**src/rtl/gctrl.sv**
```systemverilog
// Shared sequencer definitions: state and write-back-select encodings,
// instruction class flags and the word-alignment helper.
package gctrl;

    localparam logic [2:0] ST_BOOT   = 3'd0;
    localparam logic [2:0] ST_FETCH  = 3'd1;
    localparam logic [2:0] ST_DECODE = 3'd2;
    localparam logic [2:0] ST_EXEC   = 3'd3;
    localparam logic [2:0] ST_MEM    = 3'd4;
    localparam logic [2:0] ST_WB     = 3'd5;
    localparam logic [2:0] ST_TRAP   = 3'd6;

    localparam logic [1:0] WB_ALU = 2'd0;
    localparam logic [1:0] WB_MEM = 2'd1;
    localparam logic [1:0] WB_PC4 = 2'd2;
    localparam logic [1:0] WB_IMM = 2'd3;

    // addi x0,x0,0: the instruction register holds a harmless NOP out of reset.
    localparam logic [31:0] NOP_INSN = 32'h0000_0013;

    typedef struct packed {
        logic is_op;
        logic is_op_imm;
        logic is_lui;
        logic is_auipc;
        logic is_load;
        logic is_store;
        logic is_branch;
        logic is_jal;
        logic is_jalr;
        logic is_system;
        logic is_illegal;
    } insn_class_t;

    function automatic logic [31:0] align_word(input logic [31:0] addr);
        return {addr[31:2], 2'b00};
    endfunction

endpackage

```
**src/rtl/gopcode.sv**
```systemverilog
// RV32I major opcode constants (instr[6:0]) shared across the core.
package gopcode;

    localparam logic [6:0] OPC_LOAD   = 7'b000_0011;
    localparam logic [6:0] OPC_OP_IMM = 7'b001_0011;
    localparam logic [6:0] OPC_AUIPC  = 7'b001_0111;
    localparam logic [6:0] OPC_STORE  = 7'b010_0011;
    localparam logic [6:0] OPC_OP     = 7'b011_0011;
    localparam logic [6:0] OPC_LUI    = 7'b011_0111;
    localparam logic [6:0] OPC_BRANCH = 7'b110_0011;
    localparam logic [6:0] OPC_JALR   = 7'b110_0111;
    localparam logic [6:0] OPC_JAL    = 7'b110_1111;
    localparam logic [6:0] OPC_SYSTEM = 7'b111_0011;

endpackage

```
**src/rtl/dec.sv**
```systemverilog
// Instruction decoder: classifies the opcode and extracts rd and every
// immediate format; the sequencer picks the immediate it needs.
module dec
    import gopcode::*;
    import gctrl::*;
(
    input  logic [31:0]                   insn,
    output logic [$bits(insn_class_t)-1:0] cls,
    output logic [4:0]                    rd,
    output logic [31:0]                   imm_i,
    output logic [31:0]                   imm_s,
    output logic [31:0]                   imm_b,
    output logic [31:0]                   imm_u,
    output logic [31:0]                   imm_j
);

    insn_class_t cls_next;

    always_comb begin
        cls_next = '0;
        case (insn[6:0])
            OPC_OP:     cls_next.is_op      = 1'b1;
            OPC_OP_IMM: cls_next.is_op_imm  = 1'b1;
            OPC_LUI:    cls_next.is_lui     = 1'b1;
            OPC_AUIPC:  cls_next.is_auipc   = 1'b1;
            OPC_LOAD:   cls_next.is_load    = 1'b1;
            OPC_STORE:  cls_next.is_store   = 1'b1;
            OPC_BRANCH: cls_next.is_branch  = 1'b1;
            OPC_JAL:    cls_next.is_jal     = 1'b1;
            OPC_JALR:   cls_next.is_jalr    = 1'b1;
            OPC_SYSTEM: cls_next.is_system  = 1'b1;
            default:    cls_next.is_illegal = 1'b1;
        endcase
    end

    assign cls   = cls_next;
    assign rd    = insn[11:7];
    assign imm_i = {{20{insn[31]}}, insn[31:20]};
    assign imm_s = {{20{insn[31]}}, insn[31:25], insn[11:7]};
    assign imm_b = {{19{insn[31]}}, insn[31], insn[7], insn[30:25], insn[11:8], 1'b0};
    assign imm_u = {insn[31:12], 12'h000};
    assign imm_j = {{11{insn[31]}}, insn[31], insn[19:12], insn[20], insn[30:21], 1'b0};

endmodule

```
**src/rtl/ctrl.sv**
```systemverilog
// Multi-cycle RV32I sequencer: one instruction in flight, FETCH..WB.
// Define CTRL_TRAP_EN to send illegal opcodes and misaligned targets to a sticky TRAP.
module ctrl #(
    parameter logic [31:0] RESET_PC = 32'h0000_0000
) (
    input  logic        clk,
    input  logic        rst_n,
    output logic        imem_req,
    output logic [31:0] imem_addr,
    input  logic        imem_ack,
    input  logic [31:0] imem_rdata,
    output logic        dmem_req,
    output logic        dmem_we,
    input  logic        dmem_ack,
    input  logic [31:0] alu_res,
    input  logic        br_take,
    output logic [31:0] pc,
    output logic [31:0] ir,
    output logic [31:0] imm,
    output logic        alu_a_sel,
    output logic        alu_b_sel,
    output logic [1:0]  wb_sel,
    output logic        rf_we,
    output logic        retire,
    output logic        trap
);
    import gctrl::*;

`ifdef CTRL_TRAP_EN
    localparam logic TRAP_EN = 1'b1;
`else
    localparam logic TRAP_EN = 1'b0;
`endif

    logic [2:0]  state_reg, state_next;
    logic [31:0] pc_reg, pc_next;
    logic [31:0] ir_reg, ir_next;
    logic [31:0] target_reg, target_next;

    logic [$bits(insn_class_t)-1:0] cls_bits;
    insn_class_t cls;
    logic [4:0]  rd;
    logic [31:0] imm_i, imm_s, imm_b, imm_u, imm_j;

    dec u_dec (
        .insn  (ir_reg),
        .cls   (cls_bits),
        .rd    (rd),
        .imm_i (imm_i),
        .imm_s (imm_s),
        .imm_b (imm_b),
        .imm_u (imm_u),
        .imm_j (imm_j)
    );

    assign cls = insn_class_t'(cls_bits);

    logic [31:0] pc_plus4, br_target, jmp_target, flow_target;
    logic        flow_misaligned, is_jump, in_select;

    assign pc_plus4    = pc_reg + 32'd4;
    assign br_target   = br_take ? pc_reg + imm_b : pc_plus4;
    assign jmp_target  = cls.is_jalr ? (alu_res & 32'hFFFF_FFFE) : pc_reg + imm_j;
    assign flow_target = cls.is_branch ? br_target : jmp_target;
    assign flow_misaligned = |flow_target[1:0];
    assign is_jump     = cls.is_jal || cls.is_jalr;

    always_comb begin
        state_next  = state_reg;
        pc_next     = pc_reg;
        ir_next     = ir_reg;
        target_next = target_reg;
        case (state_reg)
            ST_BOOT:   state_next = ST_FETCH;
            ST_FETCH: begin
                if (imem_ack) begin
                    ir_next    = imem_rdata;
                    state_next = ST_DECODE;
                end
            end
            ST_DECODE: state_next = ST_EXEC;
            ST_EXEC: begin
                if (cls.is_load || cls.is_store) begin
                    state_next = ST_MEM;
                end else if (cls.is_branch || is_jump) begin
                    if (TRAP_EN && flow_misaligned) begin
                        state_next = ST_TRAP;
                    end else if (cls.is_branch) begin
                        pc_next    = align_word(flow_target);
                        state_next = ST_FETCH;
                    end else begin
                        // Jump target is latched here; pc only moves once WB writes the link.
                        target_next = align_word(flow_target);
                        state_next  = ST_WB;
                    end
                end else if (cls.is_op || cls.is_op_imm || cls.is_lui || cls.is_auipc) begin
                    state_next = ST_WB;
                end else if (TRAP_EN && cls.is_illegal) begin
                    state_next = ST_TRAP;
                end else begin
                    pc_next    = pc_plus4;
                    state_next = ST_FETCH;
                end
            end
            ST_MEM: begin
                if (dmem_ack) begin
                    if (cls.is_store) begin
                        pc_next    = pc_plus4;
                        state_next = ST_FETCH;
                    end else begin
                        state_next = ST_WB;
                    end
                end
            end
            ST_WB: begin
                pc_next    = is_jump ? target_reg : pc_plus4;
                state_next = ST_FETCH;
            end
            ST_TRAP:   state_next = ST_TRAP;
            default:   state_next = ST_BOOT;
        endcase
    end

    always_ff @(posedge clk or negedge rst_n) begin
        if (!rst_n) begin
            state_reg  <= ST_BOOT;
            pc_reg     <= RESET_PC;
            ir_reg     <= NOP_INSN;
            target_reg <= '0;
        end else begin
            state_reg  <= state_next;
            pc_reg     <= pc_next;
            ir_reg     <= ir_next;
            target_reg <= target_next;
        end
    end

    always_comb begin
        imm = '0;
        if (cls.is_op_imm || cls.is_load || cls.is_jalr || cls.is_system) imm = imm_i;
        else if (cls.is_store)                 imm = imm_s;
        else if (cls.is_branch)                imm = imm_b;
        else if (cls.is_lui || cls.is_auipc)   imm = imm_u;
        else if (cls.is_jal)                   imm = imm_j;
    end

    assign in_select = state_reg inside {ST_DECODE, ST_EXEC, ST_MEM, ST_WB};

    always_comb begin
        alu_a_sel = 1'b0;
        alu_b_sel = 1'b0;
        wb_sel    = WB_ALU;
        if (in_select) begin
            alu_a_sel = cls.is_auipc || cls.is_jal;
            alu_b_sel = cls.is_op_imm || cls.is_lui || cls.is_auipc || cls.is_load
                     || cls.is_store || is_jump;
            if (cls.is_load)     wb_sel = WB_MEM;
            else if (is_jump)    wb_sel = WB_PC4;
            else if (cls.is_lui) wb_sel = WB_IMM;
        end
    end

    assign imem_req  = state_reg == ST_FETCH;
    assign imem_addr = pc_reg;
    assign dmem_req  = state_reg == ST_MEM;
    assign dmem_we   = dmem_req && cls.is_store;
    assign rf_we     = (state_reg == ST_WB) && (rd != 5'd0);
    // Every completion path is exactly a return to FETCH from EXEC, MEM or WB.
    assign retire    = (state_next == ST_FETCH) && (state_reg inside {ST_EXEC, ST_MEM, ST_WB});
    assign pc        = pc_reg;
    assign ir        = ir_reg;

`ifdef CTRL_TRAP_EN
    assign trap = state_reg == ST_TRAP;
`else
    assign trap = 1'b0;
`endif

endmodule

```
**config.mk**
```make
export PLATFORM = sky130hd
export DESIGN_NAME = ctrl
export DESIGN_NICKNAME = d
export VERILOG_FILES = /design/src/rtl/gctrl.sv /design/src/rtl/gopcode.sv /design/src/rtl/dec.sv /design/src/rtl/ctrl.sv
export SDC_FILE = /design/constraint.sdc
export NUM_CORES = 1
export LEC_CHECK = 0
export CAP_MARGIN = 5
export CORE_MARGIN = 2
export CORE_UTILIZATION = 40
export DETAILED_ROUTE_END_ITERATION = 16
export GPL_ROUTABILITY_DRIVEN = 0
export PLACE_DENSITY = 0.65
export SYNTH_ARGS = -nofsm -noshare
export SYNTH_HDL_FRONTEND = slang
export SYNTH_SLANG_ARGS = --single-unit
```
**constraint.sdc**
```tcl
create_clock -name clk -period 2.7 [get_ports clk]
set_clock_uncertainty 0.1 [all_clocks]
set_input_delay 0.54 -clock clk [delete_from_list [all_inputs] [get_ports clk]]
set_output_delay 0.54 -clock clk [all_outputs]
set_load 0.1 [all_outputs]
```
==> results.sh, run 1 <==
export IMPL_ios=207
export IMPL_synth_async_sr_flop_share=1.000
export IMPL_tightest_slew_ns=0.5548
export IMPL_ys_seq_elements=95
export IMPL_netlist_top_cells_count="151 x nand2_1, 102 x nor2_1, 99 x o21ai_0, 92 x dfrtp_1, 79 x a21oi_1"
export IMPL_drt_wl_total_mm=46.81
export IMPL_arrival_ns=3.23
export IMPL_area_delta_synth_final_pct=85.76
export IMPL_place_hpwl_mm=33.22
export IMPL_synthTopCellsByArea="dfrtp_1 24%, nand2_1 6.0%, ha_1 5.7%"
export IMPL_worstSetupEndpointType="flop"
export IMPL_hold_viol_final=0
export IMPL_yosys_area_top_type="dfrtp_1"
export IMPL_final_area_mm2=0.01758
export IMPL_synthCells=1218
export IMPL_max_clock_freq_mhz=323.9
export IMPL_maxCapViolCount=0
export IMPL_grt_pass1_wl_mm=67.05
export IMPL_wl_per_cell_um=22.94
export IMPL_path_clk_slew_ns=0.08
export IMPL_synth_ff_type="dfrtp_1"
export IMPL_core_mm2=0.02333
export IMPL_violations="negative setup slack"
export IMPL_avgViaCountPerCell=6.081
export IMPL_cts_buffers=9
export IMPL_yosysSeqAreaShare=0.2516
export IMPL_fin_ws_ns=-0.3878
export IMPL_multi_input_area_mm2=0.008593
export IMPL_rows=56
export IMPL_die_x_um=157.8
export IMPL_overflow=0
export IMPL_grt_max_degree=53
export IMPL_largest_reg_flops=32
export IMPL_die_area_mm2=0.02491
export IMPL_io_buffers=199
export IMPL_synth_yosys_warnings=0
export IMPL_cts_max_level=3
export IMPL_finalCritPeriodShare=1.144
export IMPL_die_h_um=157.8
export IMPL_route_detailed_drc=0
export IMPL_first_pass_iters=8
export IMPL_min_period_ns=3.088
export IMPL_start_kind="flop"
export IMPL_clock_latency_ns=0.37
export IMPL_antenna_found_initial=1
export IMPL_antenna_cells=0
export IMPL_crit_fanout=4
export IMPL_rsz0062_at_grt="yes"
export IMPL_syn_area_per_cell_um2=7.771
export IMPL_drive_gt1_frac=0.5404
export IMPL_yosys_area_top_type_share=0.2432
export IMPL_vias=12410
export IMPL_final_nets=1828
export IMPL_setup_viol=78
export IMPL_root_buffer="clkbuf_16"
export IMPL_fillers=1561
export IMPL_syn_area_mm2=0.009465
export IMPL_grt_pass1_vias=11880
export IMPL_hp_class="flop to flop"
export IMPL_report_final_slew_viol_count=0
export IMPL_placed_area_mm2=0.01515
export IMPL_ant_nets=0
export IMPL_yosysMostFrequentCell="nand2_1"
export IMPL_cts_buffer_depth=2
export IMPL_dr_first_iter_drc_count=1354
export IMPL_start_util=0.4057
export IMPL_cts_sinks=95
export IMPL_grt_use_total=0.3522
export IMPL_pre_cts_slack_ns=-0.3529
export IMPL_tritoncts="built"
export IMPL_ys_types=91
export IMPL_critPathKind="flop to flop"
export IMPL_slew_headroom=0.6275
export IMPL_hold_ws_ns=0.3871
export IMPL_status="finished, violations left"
export IMPL_worstPathRequired_ns=2.85
export IMPL_synth_edf_count=0
export IMPL_seqCellArea_mm2=0.002556
export IMPL_setup_tns_ns=-13.59
[critical path, cell delays in order (launching register included)]
cell	delay (ns)
dfrtp_4	0.50
ha_4	0.26
a21o_1	0.19
a221o_1	0.41
a21o_1	0.21
o31a_1	0.31
or3_1	0.41
a311oi_2	0.31
nor4_1	0.08
o22a_1	0.19
[cells in the final DEF (no fill, tap or decap), types with 11 or more instances in the layout]
| master | instances |
|---|---|
| o211ai_1 | 13 |
| inv_1 | 20 |
| a211oi_2 | 12 |
| a21oi_4 | 11 |
| buf_12 | 57 |
| a21oi_2 | 25 |
| clkdlybuf4s50_1 | 65 |
| o21ai_2 | 16 |
| dfrtp_1 | 37 |
| mux2_2 | 32 |
| o21ai_1 | 30 |
| ha_4 | 30 |
| nand3_1 | 20 |
| clkbuf_16 | 12 |
| a21oi_1 | 44 |
| mux2i_1 | 18 |
| nand2_8 | 17 |
| a21o_4 | 11 |
| nand2_1 | 127 |
| nand4_1 | 22 |
| dfrtp_2 | 17 |
| nor2_1 | 87 |
| buf_6 | 43 |
| nor3_1 | 19 |
| xor2_1 | 20 |
| buf_4 | 419 |
| dfrtp_4 | 38 |
| o21ai_0 | 57 |
| a21o_1 | 29 |
| xnor2_1 | 27 |
[final cells by class]
cell class	instances	share of cell area
well taps	319	0.02270
repair buffers	597	0.3216
clock inverters	4	0.002135
clock buffers	12	0.01459
inverters	21	0.004910
flip-flops and latches	95	0.1454
multi-input cells	992	0.4887
[cells by family (layout without fill, tap and decap cells)]
family,count (synthesis),in the layout,synth area share
XOR/XNOR,54,54,0.04997
adder cells (fa/ha/maj),43,43,0.05684
multiplexers,54,54,0.06173
other,1,5,0.0003962
buffers and inverters,135,634,0.07191
AO/OA/AOI/OAI,410,410,0.2887
AND/OR/NAND/NOR,426,426,0.2189
flip-flops,95,95,0.2516
[path summary, 6_finish.rpt]
kind                            slack [ns]        endpoint      startpoint  depth (start not counted)
worst min-delay path                  0.39  target_reg[14]  target_reg[14]                          2
max in group asynchronous             1.28   imem_addr[13]           rst_n                          3
worst max register to register       -0.39   imem_addr[18]          ir[29]                          9
worst min register to register        0.39  target_reg[14]  target_reg[14]                          2
worst max-delay path                 -0.39   imem_addr[18]          ir[29]                          9
min in group asynchronous             0.53          ir[21]           rst_n                          2
[routing by layer]
metal | part of all wire | up-vias | GRT usage
met4 | 0.049 | 0 | 0.1688
li1 | - | 5493 | -
met2 | 0.45 | 772 | 0.5474
met3 | 0.11 | 176 | 0.06132
met1 | 0.40 | 5964 | 0.4732
met5 | 0 | - | 0
[per-stage QoR]
stage | instances | util
finish | 2040 | 0.7536
global placement | 1943 | 0.6495
floorplan | 1222 | -
detailed placement | 1943 | 0.6495
CTS | 1999 | 0.7146
global route | 2040 | 0.7536
[repair_timing]
action                                 4_1_cts  5_1_grt
buffers inserted                            43       48
setup endpoints to repair                   78       87
hold buffers                                 1        0
endpoints found under the hold margin        6        0
gates cloned                                 3        2
resized for setup                          183      139
pin swaps                                   73      110
Power of run 1 is not shown: default switching activity piles up to over one toggle a cycle in this logic, so the estimate is an artifact.
==> run 2, diff against run 1 <==
--- a/config.mk
+++ b/config.mk
@@ -6,6 +6,7 @@
 export NUM_CORES = 1
 export LEC_CHECK = 0
 export CAP_MARGIN = 5
+export CORE_ASPECT_RATIO = 0.75
 export CORE_MARGIN = 2
 export CORE_UTILIZATION = 40
 export DETAILED_ROUTE_END_ITERATION = 16
==> run 2 against run 1 <==
Against the previous run: the flow still finishes with violations (negative setup slack); global-route usage is 1.4 points higher; cell count hardly changed; core utilization is 1.6 points higher; sequential share of layout area is 0.18 points lower; design area is 1.3% higher; first-iteration DRC count is 49% higher; clock-buffer cell count is 2 higher; register-to-register slack hardly changed; largest cell class unchanged.
==> results.sh, run 2 (same netlist as run 1, synthesis figures left out) <==
export IMPL_ios=207
export IMPL_avgViaCountPerCell=6.345
export IMPL_dr_first_iter_drc_count=2023
export IMPL_start_kind="flop"
export IMPL_hold_viol_final=0
export IMPL_rows=48
export IMPL_core_mm2=0.02312
export IMPL_status="finished, violations left"
export IMPL_final_cell_mix="442 x buf_4, 123 x nand2_1, 87 x nor2_1"
export IMPL_hp_class="primary input to asynchronous set/reset pin"
export IMPL_cts_buffers=9
export IMPL_finalCritPeriodShare=1.143
export IMPL_io_buffers=199
export IMPL_die_x_um=181.6
export IMPL_place_hpwl_mm=34.14
export IMPL_report_final_slew_viol_count=0
export IMPL_setup_viol=77
export IMPL_finish_utilization=0.7700
export IMPL_cp_slowest_cell="dfrtp_4"
export IMPL_first_pass_iters=12
export IMPL_root_buffer="clkbuf_16"
export IMPL_violations="negative setup slack"
export IMPL_arrival_ns=3.27
export IMPL_critPathMaxStageDelay_ns=0.53
export IMPL_final_nets=1846
export IMPL_r2r_start="imem_addr[3]"
export IMPL_die_area_mm2=0.02492
export IMPL_max_clock_freq_mhz=324.1
export IMPL_start_util=0.4094
export IMPL_grt_max_degree=50
export IMPL_tightest_slew_ns=0.6735
export IMPL_rsz0062_at_grt="yes"
export IMPL_wl_per_cell_um=24.81
export IMPL_worstSetupEndpointType="flop"
export IMPL_cts_max_level=3
export IMPL_cts_hold_repair_buffers=0
export IMPL_vias=12940
export IMPL_dp_cells=1931
export IMPL_slew_headroom=0.5478
export IMPL_crit_fanout=3
export IMPL_path_clk_slew_ns=0.07
export IMPL_drive_gt1_frac=0.5520
export IMPL_r2r_setup_slack_ns=-0.39
export IMPL_reg2reg_depth=11
export IMPL_die_h_um=137.2
export IMPL_ant_nets=0
export IMPL_path_delay_family="compound AO/OA/AOI/OAI gates"
export IMPL_fin_ws_ns=-0.3858
export IMPL_drt_wl_total_mm=50.59
export IMPL_grt_pass1_vias=11930
export IMPL_r2r_end="imem_addr[29]"
export IMPL_path_buf_inv=2
export IMPL_antenna_cells=0
export IMPL_placed_area_mm2=0.01521
export IMPL_cts_sinks=95
export IMPL_final_common_cell="buf_4"
export IMPL_largest_reg_flops=32
export IMPL_cp_cell_sequence="ha_4, a21oi_4, nand4b_1, buf_4, a211oi_4, a21oi_4, a2111oi_4, mux2i_1, o211ai_1, buf_4, o22ai_2"
export IMPL_grt_use_total=0.3666
export IMPL_cts_buffer_depth=2
export IMPL_route_detailed_drc=0
export IMPL_min_period_ns=3.086
export IMPL_area_delta_synth_final_pct=88.09
export IMPL_tritoncts="built"
export IMPL_final_area_mm2=0.01780
export IMPL_antenna_found_initial=0
export IMPL_grt_pass1_wl_mm=69.59
export IMPL_instances_no_fill=2039
export IMPL_overflow=0
export IMPL_maxCapViolCount=0
export IMPL_clock_latency_ns=0.37
export IMPL_setup_tns_ns=-16.17
export IMPL_critPathKind="flop to flop"
export IMPL_worstPathRequired_ns=2.89
[run 2: area by class of cell]
cell class,count,area [um2]
Tap cell,300,375.4
Timing Repair Buffer,615,5719
Fill cell,1457,5319
Clock buffer,14,264.0
Inverter,21,81.33
Multi-Input combinational cell,992,8792
Clock inverter,2,15.01
Sequential cell,95,2556
[run 2: stage by stage]
stage,setup WS [ns],hold WS [ns]
after floorplan,-0.8129,0.1444
after global placement,-0.2704,0.3624
after detailed placement,-0.3121,0.3684
after CTS,-0.2732,0.06238
after global routing,-0.4167,0.08398
final,-0.3858,0.05490
[run 2: worst max path at each step]
stage / from / to / slack, ns / depth (start not counted)
after floorplan: ir[0] / imm[11] / -0.81 / 5
after global placement: imem_addr[5] / imem_addr[24] / -0.27 / 10
after detailed placement: imem_addr[5] / imem_addr[24] / -0.31 / 10
after CTS: ir[1] / retire / -0.27 / 9
after global routing: ir[10] / imem_addr[28] / -0.42 / 13
final: imem_addr[3] / imem_addr[29] / -0.39 / 11
[run 2: what timing repair did]
action	4_1_cts	5_1_grt
pin swaps	123	107
gates resized for setup	212	123
endpoints found under the setup margin	77	90
buffers inserted	67	30
cloned	2	0
hold endpoints to repair	0	0
[run 2: worst register-to-register path: stages (launching register included)]
cell and delay (ns):
dfrtp_4 0.53, ha_4 0.32, a21oi_4 0.06, nand4b_1 0.29, buf_4 0.23, a211oi_4 0.27, a21oi_4 0.10, a2111oi_4 0.44
mux2i_1 0.25, o211ai_1 0.11, buf_4 0.18, o22ai_2 0.13
[run 2: per-layer routing]
metal  track usage  up-vias  routed length, um  part of all wire
li1              -     5524                  -                 -
met1        0.5047     6207              20230              0.40
met2        0.5577      974              21490              0.42
met3        0.1086      231               6588              0.13
met4        0.1061        2               2213             0.044
met5             0        -                 59            0.0012
Power of run 2 is left out for the same reason.
==> run 3, diff against run 2 <==
--- a/config.mk
+++ b/config.mk
@@ -9,9 +9,11 @@
 export CORE_ASPECT_RATIO = 0.75
 export CORE_MARGIN = 2
 export CORE_UTILIZATION = 40
+export CTS_CLUSTER_SIZE = 40
 export DETAILED_ROUTE_END_ITERATION = 16
 export GPL_ROUTABILITY_DRIVEN = 0
 export PLACE_DENSITY = 0.65
 export SYNTH_ARGS = -nofsm -noshare
 export SYNTH_HDL_FRONTEND = slang
 export SYNTH_SLANG_ARGS = --single-unit
+export TNS_END_PERCENT = 1
==> run 3 against run 2 <==
Against the previous run: design area decreased by 12%; the flow still finishes with violations (negative setup slack); clock-buffer cell count decreased by 5; first-iteration DRC count shrank 29%; sequential share of layout area increased by 1.1 points; setup slack improved by 0.040 ns; global-route usage shrank 2.7 points; die area unchanged; fmax is 1.3% higher; sequential cell count unchanged; worst hold slack got worse by 0.049 ns; via count fell by 6.8%; core utilization is 9.5 points lower.
==> results.sh, run 3 (same netlist as run 1, synthesis figures left out) <==
export IMPL_dr_first_iter_drc_count=1446
export IMPL_drt_wl_total_mm=43.80
export IMPL_fillers=1780
export IMPL_cts_hold_repair_buffers=0
export IMPL_tritoncts="built"
export IMPL_grt_max_degree=50
export IMPL_core_mm2=0.02312
export IMPL_arrival_ns=3.24
export IMPL_final_cell_mix="436 x buf_4, 143 x nand2_1, 92 x nor2_1"
export IMPL_hold_ws_ns=0.005653
export IMPL_final_nets=1793
export IMPL_rows=48
export IMPL_path_buf_inv=2
export IMPL_drive_gt1_frac=0.4395
export IMPL_grt_pass1_vias=11450
export IMPL_io_buffers=199
export IMPL_wl_per_cell_um=22.04
export IMPL_critPathMaxStageDelay_ns=0.49
export IMPL_cts_max_level=3
export IMPL_setup_tns_ns=-12.29
export IMPL_slew_headroom=0.5957
export IMPL_path_depth=11
export IMPL_cts_sinks=95
export IMPL_path_delay_family="compound AO/OA/AOI/OAI gates"
export IMPL_cp_slowest_cell="dfrtp_2"
export IMPL_worstPathRequired_ns=2.90
export IMPL_die_h_um=137.2
export IMPL_multi_input_area_mm2=0.007380
export IMPL_cp_common_cell="buf_4"
export IMPL_cts_buffers=9
export IMPL_setup_viol=75
export IMPL_tightest_slew_ns=0.6042
export IMPL_grt_use_total=0.3393
export IMPL_worstSetupEndpointType="flop"
export IMPL_first_pass_iters=6
export IMPL_avgViaCountPerCell=6.066
export IMPL_clock_latency_ns=0.37
export IMPL_cts_buffer_depth=2
export IMPL_dp_cells=1951
export IMPL_start_util=0.4094
export IMPL_finalCritPeriodShare=1.128
export IMPL_route_detailed_drc=0
export IMPL_start_kind="flop"
export IMPL_rsz0062_at_grt="yes"
export IMPL_reg2reg_depth=11
export IMPL_fin_ws_ns=-0.3461
export IMPL_violations="negative setup slack"
export IMPL_crit_fanout=5
export IMPL_maxCapViolCount=0
export IMPL_grt_pass1_wl_mm=64.46
export IMPL_largest_reg_flops=32
export IMPL_min_period_ns=3.046
export IMPL_die_x_um=181.6
export IMPL_critPathKind="flop to flop"
export IMPL_path_clk_slew_ns=0.08
export IMPL_seqCellArea_mm2=0.002414
export IMPL_hp_class="primary input to asynchronous set/reset pin"
export IMPL_root_buffer="clkbuf_16"
export IMPL_die_area_mm2=0.02492
export IMPL_ios=207
export IMPL_vias=12050
export IMPL_overflow=0
export IMPL_area_delta_synth_final_pct=64.97
export IMPL_status="finished, violations left"
export IMPL_cp_cell_sequence="ha_4, a211oi_4, o21ai_4, and4_1, o31a_1, buf_4, o21ai_0, buf_4, a311oi_2, nor4_1, o22a_1"
export IMPL_max_clock_freq_mhz=328.3
export IMPL_hold_viol_final=0
export IMPL_ant_nets=0
export IMPL_report_final_slew_viol_count=0
export IMPL_instances_no_fill=1987
export IMPL_place_hpwl_mm=33.40
export IMPL_final_common_cell="buf_4"
export IMPL_antenna_found_initial=1
-- run 3: cell types whose count changed in the layout (fill, tap and decap cells not counted), moves of 17 or more --
cell,previous run,this run
ha_1,4,25
dfrtp_1,37,76
ha_4,34,11
dfrtp_4,38,2
buf_6,47,10
nand2_8,17,0
nand2_1,123,143
o21ai_0,52,78
-- run 3: final cells by class --
cell class	count	area share
Clock inverter	7	0.005769
Clock buffer	9	0.01442
Sequential cell	95	0.1546
Antenna cell	1	0.0001603
Timing Repair Buffer	562	0.3229
Inverter	21	0.005529
Tap cell	300	0.02404
Multi-Input combinational cell	992	0.4726
-- run 3: per-layer routing --
metal	GRT usage	up-vias	routed length [um]
met5	0	-	0
met4	0.09892	0	1208
met3	0.1401	108	6485
met2	0.4862	776	18050
met1	0.4655	5744	18060
li1	-	5425	-
-- run 3: worst paths after layout --
path,from,end,slack [ns]
setup reg to reg,imem_addr[7],imem_addr[18],-0.35
hold reg to reg,target_reg[4],target_reg[4],0.39
max in group asynchronous,rst_n,imem_addr[15],1.83
setup / recovery,imem_addr[7],imem_addr[18],-0.35
min in group clk,target_reg[4],target_reg[4],0.39
hold / removal,rst_n,ir[24],0.006
-- run 3: what timing repair did --
action,in CTS,in global routing
endpoints found under the setup margin,82,90
pin swaps,53,30
gates resized for setup,138,81
setup buffers,17,3
-- run 3: worst register-to-register path, cell delays in order (launching register included) --
cell      delay, ns
dfrtp_2        0.49
ha_4           0.29
a211oi_4       0.35
o21ai_4        0.14
and4_1         0.23
o31a_1         0.32
buf_4          0.17
o21ai_0        0.21
buf_4          0.15
a311oi_2       0.10
nor4_1         0.23
o22a_1         0.20
-- run 3: metrics by stage --
step | area, um2 | setup slack [ns] | util
after floorplan | 9587 | -0.8147 | -
after global placement | 14170 | -0.5101 | 0.6129
after detailed placement | 14170 | -0.5208 | 0.6129
after CTS | 15210 | -0.2121 | 0.6580
after global routing | 15620 | -0.3880 | 0.6753
final | 15620 | -0.3461 | 0.6753
Power of run 3 is left out for the same reason.
